### config.mk
export PLATFORM = sky130hd
export DESIGN_NAME = dp_scheduler
export DESIGN_NICKNAME = d
export VERILOG_FILES = /design/src/rtl/dp_pkg.sv /design/src/rtl/rr_arbiter.sv /design/src/rtl/dp_scheduler.sv
export SDC_FILE = /design/constraint.sdc
export NUM_CORES = 1
export LEC_CHECK = 0
export ABC_AREA = 1
export CAP_MARGIN = 20
export CORE_MARGIN = 1
export CORE_UTILIZATION = 38
export DETAILED_ROUTE_END_ITERATION = 10
export PLACE_DENSITY = 0.76
export SETUP_SLACK_MARGIN = 0.1
export SLEW_MARGIN = 20
export SYNTH_ARGS = -nofsm -noshare
export SYNTH_HDL_FRONTEND = slang
export SYNTH_SLANG_ARGS = --single-unit
### constraint.sdc
create_clock -name i_clock -period 1.84 [get_ports i_clock]
set_clock_uncertainty 0.05 [all_clocks]
set_input_delay 0.368 -clock i_clock [delete_from_list [all_inputs] [get_ports i_clock]]
set_output_delay 0.368 -clock i_clock [all_outputs]
set_load 0.02 [all_outputs]
### src/rtl/dp_pkg.sv
// Shared definitions for the datapath scheduler and the datapath controller:
// FSM state encoding and the one-hot operand-capture strobes.
package dp_pkg;

  // FSM state encoding (3 bits; 3'd7 is the only illegal code)
  typedef logic [2:0] state_t;

  localparam state_t ST_IDLE    = 3'd0;
  localparam state_t ST_CAP_A   = 3'd1;
  localparam state_t ST_CAP_B   = 3'd2;
  localparam state_t ST_CAP_C   = 3'd3;
  localparam state_t ST_CAP_D   = 3'd4;
  localparam state_t ST_OPERATE = 3'd5;
  localparam state_t ST_RESPOND = 3'd6;

  // Operand-capture strobes seen by the datapath (bit0 = operand A)
  localparam logic [3:0] CAP_NONE = 4'b0000;
  localparam logic [3:0] CAP_A    = 4'b0001;
  localparam logic [3:0] CAP_B    = 4'b0010;
  localparam logic [3:0] CAP_C    = 4'b0100;
  localparam logic [3:0] CAP_D    = 4'b1000;

  // Capture strobe implied by a state; every non-capture state is silent
  function automatic logic [3:0] cap_strobe(input state_t s);
    case (s)
      ST_CAP_A: cap_strobe = CAP_A;
      ST_CAP_B: cap_strobe = CAP_B;
      ST_CAP_C: cap_strobe = CAP_C;
      ST_CAP_D: cap_strobe = CAP_D;
      default:  cap_strobe = CAP_NONE;
    endcase
  endfunction

  // True for every code the FSM can legally hold
  function automatic logic state_legal(input state_t s);
    state_legal = (s <= ST_RESPOND);
  endfunction

endpackage

### src/rtl/rr_arbiter.sv
// Round-robin winner selection. Search begins one past the last granted
// index and wraps, so the previous owner has lowest priority.
module rr_arbiter #(
  parameter int N_REQ = 4,
  parameter int IW    = (N_REQ > 1) ? $clog2(N_REQ) : 1
) (
  input  logic [N_REQ-1:0] i_req,
  input  logic [IW-1:0]    i_last,
  output logic [N_REQ-1:0] o_onehot,
  output logic [IW-1:0]    o_idx,
  output logic             o_any
);

  logic w_found;

  // Scan N_REQ positions starting at last+1; first requester seen wins
  always_comb begin
    int j;
    j        = 0;
    w_found  = 1'b0;
    o_onehot = '0;
    o_idx    = '0;
    for (int k = 1; k <= N_REQ; k++) begin
      j = int'(i_last) + k;
      if (j >= N_REQ) j = j - N_REQ;
      if (!w_found && i_req[j]) begin
        w_found     = 1'b1;
        o_onehot[j] = 1'b1;
        o_idx       = IW'(j);
      end
    end
  end

  assign o_any = |i_req;

endmodule

### src/rtl/dp_scheduler.sv
// Shares one 4-operand datapath among N_REQ requesters. A round-robin
// winner is granted, its operands are strobed in over four capture cycles,
// the datapath computes for one cycle, and the result is presented until
// the consumer accepts it. Acceptance re-arbitrates with no idle bubble.
module dp_scheduler
  import dp_pkg::*;
#(
  parameter int N_REQ = 4,
  parameter int W     = 8
) (
  input  logic                     i_clock,
  input  logic                     i_rst_n,
  input  logic [N_REQ-1:0]         i_req,
  input  logic [N_REQ*W-1:0]       i_req_data,
  output logic [N_REQ-1:0]         o_gnt,
  output logic [3:0]               o_capture,
  output logic                     o_op,
  output logic [W-1:0]             o_dp_in,
  input  logic [W-1:0]             i_dp_result,
  output logic                     o_valid,
  output logic [$clog2(N_REQ)-1:0] o_resp_id,
  output logic [W-1:0]             o_resp_data,
  input  logic                     i_resp_ready,
  output logic                     o_busy
);

  localparam int IW = $clog2(N_REQ);

  state_t           r_state;
  logic [N_REQ-1:0] r_gnt;
  logic [IW-1:0]    r_gnt_idx;
  logic [IW-1:0]    r_last;
  logic             r_first;   // first cycle of RESPOND: result is live on i_dp_result
  logic [W-1:0]     r_held;    // result snapshot for the remaining RESPOND cycles

  logic [N_REQ-1:0] w_win;
  logic [IW-1:0]    w_win_idx;
  logic             w_any;
  logic             w_legal;
  logic             w_resp;
  logic [N_REQ-1:0] w_gnt;
  logic [W-1:0]     w_dp_in;

  rr_arbiter #(
    .N_REQ (N_REQ),
    .IW    (IW)
  ) u_arb (
    .i_req    (i_req),
    .i_last   (r_last),
    .o_onehot (w_win),
    .o_idx    (w_win_idx),
    .o_any    (w_any)
  );

  // Transaction sequencing and grant register; arbitration happens only in
  // IDLE or on the accepting RESPOND edge, so gnt is frozen mid-transaction
  always_ff @(posedge i_clock or negedge i_rst_n) begin
    if (!i_rst_n) begin
      r_state   <= ST_IDLE;
      r_gnt     <= '0;
      r_gnt_idx <= '0;
      r_last    <= IW'(N_REQ - 1);
    end else begin
      case (r_state)
        ST_IDLE: begin
          if (w_any) begin
            r_gnt     <= w_win;
            r_gnt_idx <= w_win_idx;
            r_last    <= w_win_idx;
            r_state   <= ST_CAP_A;
          end
        end
        ST_CAP_A:   r_state <= ST_CAP_B;
        ST_CAP_B:   r_state <= ST_CAP_C;
        ST_CAP_C:   r_state <= ST_CAP_D;
        ST_CAP_D:   r_state <= ST_OPERATE;
        ST_OPERATE: r_state <= ST_RESPOND;
        ST_RESPOND: begin
          if (i_resp_ready) begin
            if (w_any) begin
              r_gnt     <= w_win;
              r_gnt_idx <= w_win_idx;
              r_last    <= w_win_idx;
              r_state   <= ST_CAP_A;
            end else begin
              r_gnt     <= '0;
              r_gnt_idx <= '0;
              r_state   <= ST_IDLE;
            end
          end
        end
        default: begin
          r_state   <= ST_IDLE;
          r_gnt     <= '0;
          r_gnt_idx <= '0;
        end
      endcase
    end
  end

  // Freeze the datapath result after the first RESPOND cycle so the
  // response stays stable however long the consumer stalls
  always_ff @(posedge i_clock or negedge i_rst_n) begin
    if (!i_rst_n) begin
      r_first <= 1'b0;
      r_held  <= '0;
    end else begin
      r_first <= (r_state == ST_OPERATE);
      if (r_state == ST_RESPOND && r_first) r_held <= i_dp_result;
    end
  end

  assign w_legal = state_legal(r_state);
  assign w_resp  = (r_state == ST_RESPOND);
  // An illegal state shows reset values on every output for its one cycle
  assign w_gnt   = w_legal ? r_gnt : '0;

  // Operand mux: OR of the slices selected by the one-hot grant
  always_comb begin
    w_dp_in = '0;
    for (int i = 0; i < N_REQ; i++) begin
      if (w_gnt[i]) w_dp_in = w_dp_in | i_req_data[i*W +: W];
    end
  end

  // Output decode from state; response fields are zero outside RESPOND
  always_comb begin
    o_gnt       = w_gnt;
    o_dp_in     = w_dp_in;
    o_capture   = cap_strobe(r_state);
    o_op        = (r_state == ST_OPERATE);
    o_valid     = w_resp;
    o_resp_id   = w_resp ? r_gnt_idx : '0;
    o_resp_data = w_resp ? (r_first ? i_dp_result : r_held) : '0;
    o_busy      = w_legal && (r_state != ST_IDLE);
  end

endmodule

==> metrics.md <==
| Metric | Value |
|---|---|
| Starting Density | `0.3967` |
| Critical-path maximum fanout | `7` |
| Clock share of power | `0.090` |
| FMAX | `526.7 MHz` |
| Fin Setup TNS | `-0.3813 ns` |
| Sw Share | `0.5075` |
| First-pass GRT wire length | `8.735 mm` |
| Multiplexer share of the synthesized area | `0` |
| Commonest cells in the netlist | `nand2_1, inv_1, dfrtp_1, nand3_1, nand4_1` |
| Yosys warns | `0` |
| Post-Layout Cell Count | `411` |
| Post-synth EDFFs | `0` |
| Type of the worst setup path | `flip-flop to output pin` |
| GPL Wtd Cong | `0.8698` |
| Compound-Gate Fraction of Synth Area | `0.08561` |
| Die X-Extent | `69.65 um` |
| Vias per cell | `4.912` |
| Outcome | `finished, violations left` |
| Final Core Density | `0.6978` |
| Final WS setup | `-0.05873 ns` |
| XOR/XNOR Fraction of Synth Area | `0` |
| Critical Path AT | `1.48 ns` |
| Total global-route track usage | `0.2188` |
| Nets@finish | `415` |
| Failing checks | `setup timing` |
| Adder-Cell Fraction of Synth Area | `0.05755` |
| Worst-path clk slew | `0.09 ns` |
| Placement Rows | `24` |
| Synth Register Bits | `20` |
| Worst-Skew Late Latency | `0.27 ns` |
| Synthesized instance count | `255` |
| Syn_nets | `310` |
| Leading area contributor after synthesis | `dfrtp_1` |
| Synth Area in Simple Gates | `0.4698` |
| Core area | `4384 um2` |
| Wire per inst | `13.30 um` |
| Largest family of logic cells by synthesized area | `simple AND/OR/NAND/NOR gates` |
| Tmin final | `1.899 ns` |
| DP Cell Count | `397` |
| Sw power | `0.002540 W` |
| Maxcap violations | `0` |
| Period utilization | `1.032` |
| Die height | `69.65 um` |
| DRT Pass-1 Iters | `4` |
| CP startpoint kind | `flip-flop` |
| Top cells by area, synth | `dfrtp_1, nand2_1, ha_1` |
| WL final | `5.467 mm` |
| Comb power frac | `0.742` |
| Final Hold Fails | `0` |
| Post-synth cell types | `30` |
| Worst Hold Class | `input port to asynchronous set/reset pin` |
| Leak Pwr | `1.514 nW` |
| I/O pin count | `76` |
| Sequential fraction of the synthesis area | `0.2892` |
| N_diodes | `0` |
| Setup-failing EPs final | `9` |
| CTS Sinks | `20` |
| Relative slew slack | `0.8253` |
| Worst-Margin Slew | `0.2620 ns` |
| Ys async rst share | `1.000` |
| IO Port Bufs | `75` |
| Root buffer cell | `clkbuf_8` |
| Vias | `2019` |
| Share of cells above drive strength 1 | `0.4123` |
| Hold slack | `0.4137 ns` |
| Largest net degree at the start of global routing | `21` |
| P_int | `0.002465 W` |
| Number of buffers created by CTS | `3` |
| Post-route antenna net violation count | `0` |
| RSZ-0062 raised after global routing | `true` |
| Pwr Total | `0.005005 W` |
| Yosys top cell area share | `0.2590` |
| Die area | `4851 um2` |
| Top_reg_cell synth | `dfrtp_1` |
| CTS Buffer Depth | `2` |
| Critical path required time | `1.42 ns` |
| Worst IR drop on VDD | `1.047 mV` |
| H-Tree Depth | `1` |
| Count leader, synth | `nand2_1` |
| Detailed placement HPWL | `3.707 mm` |
| Drc violations | `0` |
| Avg Cell Area, Syn | `6.820 um2` |
| Cell Area, Synth | `1739 um2` |
| Crit end category | `output pin` |
| Area delta synth->final | `75.90%` |
| Vias in the first global route | `1921` |
| Pwr dens | `1636 nW/um2` |
| Sequential power share | `0.168` |
| CTS tree | `yes` |
| Initial DRC count | `106` |
| Slew Limit Fails | `0` |
| Initial antenna violation count | `0` |
| GR Overflow Total | `0` |
==> flip-flops by register name, summed over array words and instances, names as in the netlist <==
name / flops
r_gnt: 4
r_state: 3
r_first: 1
r_gnt_idx: 2
r_held: 8
r_last: 2
==> through the flow <==
step                      cell area [um2]  setup slack [ns]
final                                3059          -0.05873
after global routing                 3059           -0.1218
after CTS                            2918           -0.1150
after detailed placement             2689           -0.2539
after global placement               2689           -0.2291
after floorplan                      1764          -0.08625
==> cell families after synthesis <==
| group | count (synthesis) |
|---|---|
| flops | 20 |
| fa+ha+maj | 8 |
| compound gates | 19 |
| simple gates | 169 |
| buf+inv | 39 |
==> critical path, cell delays in order (launching register included) <==
cell,delay [ns]
dfrtp_2,0.42
nand2_2,0.09
nor2_4,0.14
inv_2,0.07
nor2_4,0.12
buf_12,0.14
a22oi_2,0.05
inv_1,0.07
buf_6,0.11
==> power groups by stage <==
stage               logic, W  registers (W)  clock network, W
finish               0.00372       0.000839          0.000450
global route         0.00404       0.000857          0.000469
CTS                  0.00335       0.000786          0.000456
detailed placement   0.00319       0.000778                 0
global placement     0.00315       0.000773                 0
floorplan            0.00212       0.000782                 0
==> cell type report <==
type,count,area [um2]
Timing Repair inverter,3,22.52
Sequential cell,20,506.7
Multi-Input combinational cell,196,1284
Inverter,37,188.9
Clock inverter,1,30.03
Fill cell,344,1325
Timing Repair Buffer,99,920.9
Clock buffer,3,41.29
Tap cell,52,65.06
==> placed cells by master, fill, tap and decap left out, types with 4 or more instances in the layout <==
cell type        instances
inv_2                   10
buf_6                   18
nand2_1                 95
inv_1                   17
nor2_4                  10
buf_4                   27
nand2_2                 20
nand3_2                  4
dfrtp_1                 15
buf_2                    5
nand2_4                  7
clkdlybuf4s50_1         46
inv_4                    5
a22oi_2                  8
ha_1                     7
nand3_1                  9
nand4_1                 13
==> layer usage <==
| layer | global-route usage | wire length, um | up-vias |
|---|---|---|---|
| li1 | - | - | 1018 |
| met1 | 0.2886 | 2477 | 939 |
| met2 | 0.3819 | 2689 | 55 |
| met3 | 0.02180 | 237 | 7 |
| met4 | 0.05778 | 63 | 0 |
| met5 | 0 | 0 | - |
==> path summary, 6_finish.rpt <==
check / startpoint / end / slack (ns) / depth (start not counted)
min in group i_clock: r_gnt_idx[0] / r_gnt_idx[0] / 0.44 / 2
worst min-delay path: i_rst_n / r_held[5] / 0.41 / 2
worst max register to register: r_last[1] / r_gnt_idx[1] / -0.02 / 11
worst min register to register: r_gnt_idx[0] / r_gnt_idx[0] / 0.44 / 2
worst max-delay path: r_state[1] / o_resp_data[0] / -0.06 / 8
max in group asynchronous: i_rst_n / r_last[1] / 1.06 / 2
==> timing repair <==
item                                    in CTS  in global routing
gates cloned                                 2                  1
endpoints found under the setup margin      37                 36
pin swaps                                   13                 18
buffers inserted                             4                  4
hold buffers                                 0                  0
gates resized for setup                    159                 76
No activity file was read; power rests on OpenSTA's default activity.
